[src/rtl/cdb_arbiter.sv]
// Common-data-bus arbiter: round-robin grant among EU_N execution units, one registered broadcast per cycle.
// Define CDB_ARB_FIXED_PRIO_EN to replace round-robin with fixed lowest-index-wins priority.

package cdb_arbiter_pkg;
    typedef struct packed {
        logic [5:0]  rob_idx;
        logic [31:0] res_value;
        logic        except_raised;
        logic [4:0]  except_code;
    } cdb_data_t;
endpackage

module cdb_arbiter
    import cdb_arbiter_pkg::*;
#(
    parameter int EU_N = 4
) (
    input  logic                 clk_i,
    input  logic                 rst_n_i,
    input  logic                 flush_i,
    input  logic [EU_N-1:0]      eu_valid_i,
    output logic [EU_N-1:0]      eu_ready_o,
    input  cdb_data_t [EU_N-1:0] eu_data_i,
    input  logic                 rob_ready_i,
    output logic                 cdb_valid_o,
    output cdb_data_t            cdb_data_o
);
    localparam int PW = (EU_N > 1) ? $clog2(EU_N) : 1;

    logic          out_valid_q;
    logic          out_valid_d;
    cdb_data_t     out_data_q;
    cdb_data_t     out_data_d;
    logic [PW-1:0] prio;
    logic          can_load;
    logic          grant_valid;
    logic [PW-1:0] grant_idx;

`ifdef CDB_ARB_FIXED_PRIO_EN
    assign prio = '0;
`else
    logic [PW-1:0] prio_q;
    logic [PW-1:0] prio_d;
    assign prio = prio_q;
`endif

    // Holding reset low also suppresses grants, so no EU sees a handshake mid-reset.
    assign can_load = rst_n_i && !flush_i && (!out_valid_q || rob_ready_i);

    always_comb begin
        int idx;
        idx         = 0;
        grant_valid = 1'b0;
        grant_idx   = '0;
        for (int i = 0; i < EU_N; i++) begin
            idx = int'(prio) + i;
            if (idx >= EU_N) begin
                idx = idx - EU_N;
            end
            if (can_load && !grant_valid && eu_valid_i[PW'(idx)]) begin
                grant_valid = 1'b1;
                grant_idx   = PW'(idx);
            end
        end
    end

    for (genvar gi = 0; gi < EU_N; gi++) begin : g_ready
        assign eu_ready_o[gi] = grant_valid && (grant_idx == PW'(gi));
    end

    // A new grant overwrites a result being consumed in the same cycle, so there is no bubble.
    always_comb begin
        out_valid_d = out_valid_q;
        out_data_d  = out_data_q;
        if (flush_i) begin
            out_valid_d = 1'b0;
        end else if (grant_valid) begin
            out_valid_d = 1'b1;
            out_data_d  = eu_data_i[grant_idx];
        end else if (rob_ready_i) begin
            out_valid_d = 1'b0;
        end
    end

`ifndef CDB_ARB_FIXED_PRIO_EN
    always_comb begin
        prio_d = prio_q;
        if (grant_valid) begin
            prio_d = (grant_idx == PW'(EU_N - 1)) ? '0 : grant_idx + 1'b1;
        end
    end
`endif

    always_ff @(posedge clk_i) begin
        if (!rst_n_i) begin
            out_valid_q <= 1'b0;
            out_data_q  <= '0;
`ifndef CDB_ARB_FIXED_PRIO_EN
            prio_q      <= '0;
`endif
        end else begin
            out_valid_q <= out_valid_d;
            out_data_q  <= out_data_d;
`ifndef CDB_ARB_FIXED_PRIO_EN
            prio_q      <= prio_d;
`endif
        end
    end

    assign cdb_valid_o = out_valid_q;
    assign cdb_data_o  = out_data_q;

endmodule

[config.mk]
export PLATFORM = sky130hd
export DESIGN_NAME = cdb_arbiter
export DESIGN_NICKNAME = d
export VERILOG_FILES = /design/src/rtl/cdb_arbiter.sv
export SDC_FILE = /design/constraint.sdc
export NUM_CORES = 1
export LEC_CHECK = 0
export ABC_AREA = 0
export CAP_MARGIN = 20
export CORE_MARGIN = 8
export CORE_UTILIZATION = 32
export CTS_CLUSTER_SIZE = 25
export DETAILED_ROUTE_END_ITERATION = 6
export PLACE_DENSITY_LB_ADDON = 0.25
export REMOVE_ABC_BUFFERS = 1
export SLEW_MARGIN = 20
export SYNTH_ARGS = -nofsm -noshare
export SYNTH_HDL_FRONTEND = slang
export SYNTH_SLANG_ARGS = --single-unit
[constraint.sdc]
create_clock -name clk_i -period 2.8 [get_ports clk_i]
set_input_delay 0.56 -clock clk_i [delete_from_list [all_inputs] [get_ports clk_i]]
set_output_delay 0.56 -clock clk_i [all_outputs]
set_load 0.01 [all_outputs]
==> qor.yml, run 1 <==
status:
  outcome: "finished, final reports clean"
die:
  start_util: 0.323
  io_pins: 233
  die_x_um: 109
  core_area_um2: 8510
  die_h_um: 109
  rows: 34
  die_area_um2: 11800
synth:
  synth_area_per_cell_um2: 9.96
  yosys.area_share.xor_xnor: 0
  synth_cell_types: 26
  ys.warnings.count: 0
  yosysTopAreaCellShare: 0.342
  ys_top_cells_by_area: "dfxtp_1 (34%), mux2i_1 (32%), o221ai_1 (14%)"
  ys_seq_area_frac: 0.342
  synth_cells: 276
  synth_fa_ha_area_frac: 0.00455
  synthArstFlopShare: 0
  synth_most_common_cell: "mux2i_1"
  ys_ff_latch: 47
  synth_edf_count: 0
  synth_top_family_by_area: "multiplexers"
  synth_simple_gate_area_frac: 0.0993
  yosysTopAreaCell: "dfxtp_1"
  synthFlopType: "dfxtp_1"
  synthMuxAreaShare: 0.324
  synthTopCellsByCount: "mux2i_1 (89), dfxtp_1 (47), nand2_1 (44)"
  syn-cell-area_um2: 2750
  synth_compound_area_frac: 0.167
global_route:
  grt_overflow: 0
  grt_pass1_vias: 3336
  grt_pass1_wl_um: 17400
  grt_start_max_net_pins: 45
  antenna_found_initial: 0
  grtUsageTotal: 0.188
timing:
  fmax_mhz: 370
  tightest_slew_ns: 0.520
  finalHoldViolCount: 0
  slew_viol_final: 0
  finClkSkew_ns: 0.0103
  setup_viol: 0
  fin_crit_ns: 2.70
  slew_headroom: 0.653
  min_period_over_period: 0.966
  setup_tns_ns: 0
critical_path:
  cp_max_fo: 4
  path_class: "in -> out"
  crit_required_ns: 2.24
  end_kind: "output port"
  crit_family: "buffers and inverters"
  crit_chain: "clkdlybuf4s50_1 > nor2b_1 > o21ai_1 > o221ai_2 > or2_4 > inv_1 > ha_1 > and2_1 > clkdlybuf4s15_2"
  cp_data_arrival_time_ns: 2.14
  max_stage_delay_ns: 0.48
  path_buf_inv: 3
  cp-start-kind: "primary input"
  crit_slowest_cell: "clkdlybuf4s50_1"
placed_design:
  port_buffers: 232
  gp_congestion: 0.850
  dp_hpwl_um: 9610
power_and_ir_drop:
  p_per_area_nw_per_um2: 370
  ir_drop_v: 0.000207
  power_leakage_nw: 2.05
routing:
  vias: 3100
  drt-met1-wl_um: 4310
  wl_per_cell_um: 19.0
  top_layer: "met4"
  dr_wl_met2_um: 6070
  vias_per_cell: 5.01
  drc: 0
  drt-total-wl_um: 11800
  wl_met3_um: 1210
  ant_nets: 0
  drt_iter0_drc: 119
  first_pass_iters: 4
clocking:
  clk_latency_ns: 0.30
  cts_hold_buf: 0
  clkTransAtPathRegs_ns: 0.08
  cts-root-buf: "clkbuf_8"
  numCtsBuffers: 5
  cts_sinks: 47
  clock_tree.buffer_depth: 2
  h-tree-depth: 2
  cts_tree: "done"
finish:
  drive_above_1_share: 0.0783
  fillerInstances: 747
  antenna_cells: 0
  fin_util: 0.627
  fin_nets: 695
  syn2layout_area_growth_pct: 94.3
worst_hold_path:
  hp-class: "reg -> reg"
flow_run:
  maxCapViolCount: 0
==> logic make-up after synthesis <==
kind of cell    Yosys count
flops                    47
mux                      89
fa+ha+maj                 1
compound gates           52
buf+inv                  26
simple gates             61
==> power by group <==
part	total, mW	switching, mW	internal, mW
clock	0.403	0.232	0.172
sequential	0.782	0.0384	0.743
combinational	0.788	0.287	0.501
total	1.97	0.557	1.42
==> worst paths after layout <==
| kind | from | to | slack [ns] | cells after the start |
|---|---|---|---|---|
| worst max-delay path | eu_valid_i[3] | eu_ready_o[3] | 0.1 | 9 |
| worst min-delay path | cdb_data_o[3]$_SDFFE_PN0P_ | cdb_data_o[3]$_SDFFE_PN0P_ | 0.47 | 2 |
| worst max register to register | prio[0]$_SDFFE_PN0P_ | cdb_data_o[1]$_SDFFE_PN0P_ | 0.52 | 9 |
| worst min register to register | cdb_data_o[3]$_SDFFE_PN0P_ | cdb_data_o[3]$_SDFFE_PN0P_ | 0.47 | 2 |
==> registers in the layout (all words and copies together) (netlist names) <==
| name | count |
|---|---|
| cdb_valid_o | 1 |
| cdb_data_o | 44 |
| prio | 2 |
==> worst min-delay path: stages, from the launching register on <==
cell and delay (ns):
dfxtp_1 0.33, nand2_1 0.05, o221ai_1 0.06
==> repair_timing <==
item / 4_1_cts / 5_1_grt
buffers inserted: 0 / 2
gates resized for setup: 12 / 6
pin swaps: 0 / 2
setup endpoints to repair: 4 / 2
==> layout make-up <==
cell class              count  area [um^2]  share of cell area
clock buffers               5         68.8              0.0129
inverters                   2         7.51             0.00141
multi-input cells         203         1670               0.313
repair buffers            251         2500               0.469
well taps                 108          135              0.0253
flip-flops and latches     47          941               0.176
clock inverters             3         15.0             0.00281
==> metrics by stage <==
step                      hold WS (ns)  instance area (um^2)  std cells  power [mW]  setup slack (ns)
final                            0.468                  5340        619        1.97            0.0964
after global routing             0.493                  5340        619        2.08           -0.0129
after CTS                        0.473                  5300        617        1.99           -0.0355
after detailed placement         0.448                  5200        609        1.59            -0.430
after global placement           0.442                  5200        609        1.57            -0.380
after floorplan                  0.494                  2580        252        1.10             -2.30
==> placed cells by master, fill, tap and decap left out, types with 2 or more instances in the layout <==
cell type	netlist	routed
clkinv_2	0	3
dfxtp_1	47	47
inv_1	2	2
nand2_1	44	44
nor2b_1	5	4
clkdlybuf4s15_2	0	2
o221ai_2	2	2
mux2i_1	89	89
o221ai_1	43	43
buf_12	0	2
dlygate4sd2_1	0	2
a21oi_1	3	3
buf_4	7	16
dlymetal6s2s_1	0	3
clkdlybuf4s50_1	0	225
clkbuf_8	0	5
nand2b_1	4	3
==> layer usage <==
metal / GRT usage / vias up
met1: 0.193 / 1431
met4: 0.0489 / 0
li1: - / 1519
met3: 0.0745 / 10
met2: 0.345 / 140
met5: 0 / -
(Power assumes the default switching activity.)
==> run 2: changes to the inputs <==
Settings changed: CORE_MARGIN 8 to default.
==> qor.yml, run 2 (same netlist as run 1, synthesis figures left out) <==
worst_hold_path:
  hp-class: "reg -> reg"
  hold_depth: 2
timing:
  min_period_over_period: 0.971
  setup_viol: 0
  tightest_slew_ns: 0.616
  setup_tns_ns: 0
  rsz0062_at_grt: "no"
  fin_crit_ns: 2.72
  fmax_mhz: 368
  finalHoldViolCount: 0
  slew_viol_final: 0
  slew_headroom: 0.590
  finClkSkew_ns: 0.00462
critical_path:
  crit_cells: 9
  path_class: "in -> out"
  cp_max_fo: 3
  crit_chain: "clkdlybuf4s50_1 > buf_4 > nor4_1 > buf_4 > nor3b_4 > buf_4 > buf_4 > and2_1 > clkdlybuf4s15_2"
  end_kind: "output port"
  crit_slowest_cell: "clkdlybuf4s50_1"
  cp-start-kind: "primary input"
  max_stage_delay_ns: 0.41
  rr_worst_depth: 7
  cp_data_arrival_time_ns: 2.16
  crit_family: "buffers and inverters"
  crit_required_ns: 2.24
  path_buf_inv: 6
  crit_top_cell: "buf_4"
placed_design:
  port_buffers: 232
  dpl.cell_count: 607
  placed_area_um2: 5180
  gp_congestion: 0.725
  dp_hpwl_um: 7680
clocking:
  clock_tree.buffer_depth: 2
  cts_hold_buf: 0
  clk_latency_ns: 0.29
  cts_sinks: 47
  cts-root-buf: "clkbuf_8"
  clkTransAtPathRegs_ns: 0.08
  cts_tree: "done"
  numCtsBuffers: 5
  h-tree-depth: 2
die:
  die_area_um2: 8960
  start_util: 0.333
  rows: 33
  die_h_um: 94.7
  io_pins: 233
  die_x_um: 94.7
  core_area_um2: 8260
global_route:
  antenna_found_initial: 0
  grt_pass1_wl_um: 14800
  grt_start_max_net_pins: 45
  grt_pass1_vias: 3127
  grt_overflow: 0
  grtUsageTotal: 0.215
finish:
  syn2layout_area_growth_pct: 94.0
  fin_cells: 617
  layout_commonest_cell: "clkdlybuf4s50_1"
  layout_common_cells: "clkdlybuf4s50_1 (225), mux2i_1 (89), dfxtp_1 (47), nand2_1 (44), o221ai_1 (43)"
  fin_area_um2: 5330
  antenna_cells: 0
  multi_input_area_um2: 1670
  largest_register_ffs: 44
  fin_util: 0.646
  fillerInstances: 687
  drive_above_1_share: 0.0801
  regArea_um2: 941
  fin_nets: 696
routing:
  top_layer: "met4"
  drt-total-wl_um: 9790
  drt_iter0_drc: 84
  vias: 3102
  ant_nets: 0
  wl_per_cell_um: 15.9
  first_pass_iters: 4
  drt-met1-wl_um: 3480
  drc: 0
  dr_wl_met2_um: 5090
  wl_met3_um: 1030
  vias_per_cell: 5.03
flow_run:
  maxCapViolCount: 0
power_and_ir_drop:
  total_power_mw: 2.07
  ir_drop_v: 0.000187
  power_leakage_nw: 2.03
  p_per_area_nw_per_um2: 389
status:
  outcome: "finished, final reports clean"
[run 2: cell count changes in the layout (fill, tap and decap cells not counted), moves of 2 or more]
cell | previous run | this run
dlymetal6s2s_1 | 3 | 0
dlygate4sd2_1 | 2 | 4
buf_4 | 16 | 19
buf_12 | 2 | 0
clkinv_2 | 3 | 1
[run 2: power by group]
group | internal (mW) | switching, mW
Combinational | 0.493 | 0.277
Clock | 0.289 | 0.231
Sequential | 0.744 | 0.0390
Total | 1.53 | 0.547
[run 2: final timing paths]
path,from,to,slack (ns)
max,eu_valid_i[3],eu_ready_o[3],0.08
min,cdb_data_o[32]$_SDFFE_PN0P_,cdb_data_o[32]$_SDFFE_PN0P_,0.47
max reg2reg,prio[0]$_SDFFE_PN0P_,cdb_data_o[5]$_SDFFE_PN0P_,0.71
min reg2reg,cdb_data_o[32]$_SDFFE_PN0P_,cdb_data_o[32]$_SDFFE_PN0P_,0.47
[run 2: area by class of cell]
cell class | instances | area share
Tap cell | 105 | 0.0246
Multi-Input combinational cell | 203 | 0.314
Timing Repair Buffer | 252 | 0.462
Clock inverter | 2 | 0.00657
Clock buffer | 6 | 0.0155
Sequential cell | 47 | 0.176
Inverter | 2 | 0.00141
[run 2: through the flow]
| stage | hold WS (ns) | worst slack [ns] |
|---|---|---|
| 2_1_floorplan | 0.494 | -2.30 |
| 3_3_place_gp | 0.441 | -0.431 |
| 3_5_place_dp | 0.451 | -0.500 |
| 4_1_cts | 0.469 | 0.00326 |
| 5_1_grt | 0.489 | 0.000905 |
| 6_report | 0.469 | 0.0804 |
[run 2: worst register-to-register path, cell delays in order (launching register included)]
cell and delay (ns):
dfxtp_1 0.39, inv_1 0.10, a21oi_1 0.15, o32a_2 0.20, buf_4 0.13, buf_4 0.50
mux2i_1 0.33, o221ai_1 0.15
[run 2: timing repair]
item | in CTS | in global routing
setup buffers | 2 | 0
pin swaps | 2 | 0
gates resized for setup | 18 | 3
setup endpoints to repair | 4 | 3
[run 2: per-layer routing]
layer,GRT usage,up-vias
met3,0.0684,17
met2,0.415,145
li1,-,1522
met5,0,-
met1,0.213,1418
met4,0.0758,0
==> run 3: changes to the inputs <==
Settings changed: SLEW_MARGIN 20 to default.
==> results of run 3 <==
Same layout as run 2: the final DEF is identical, and so are final timing and power.
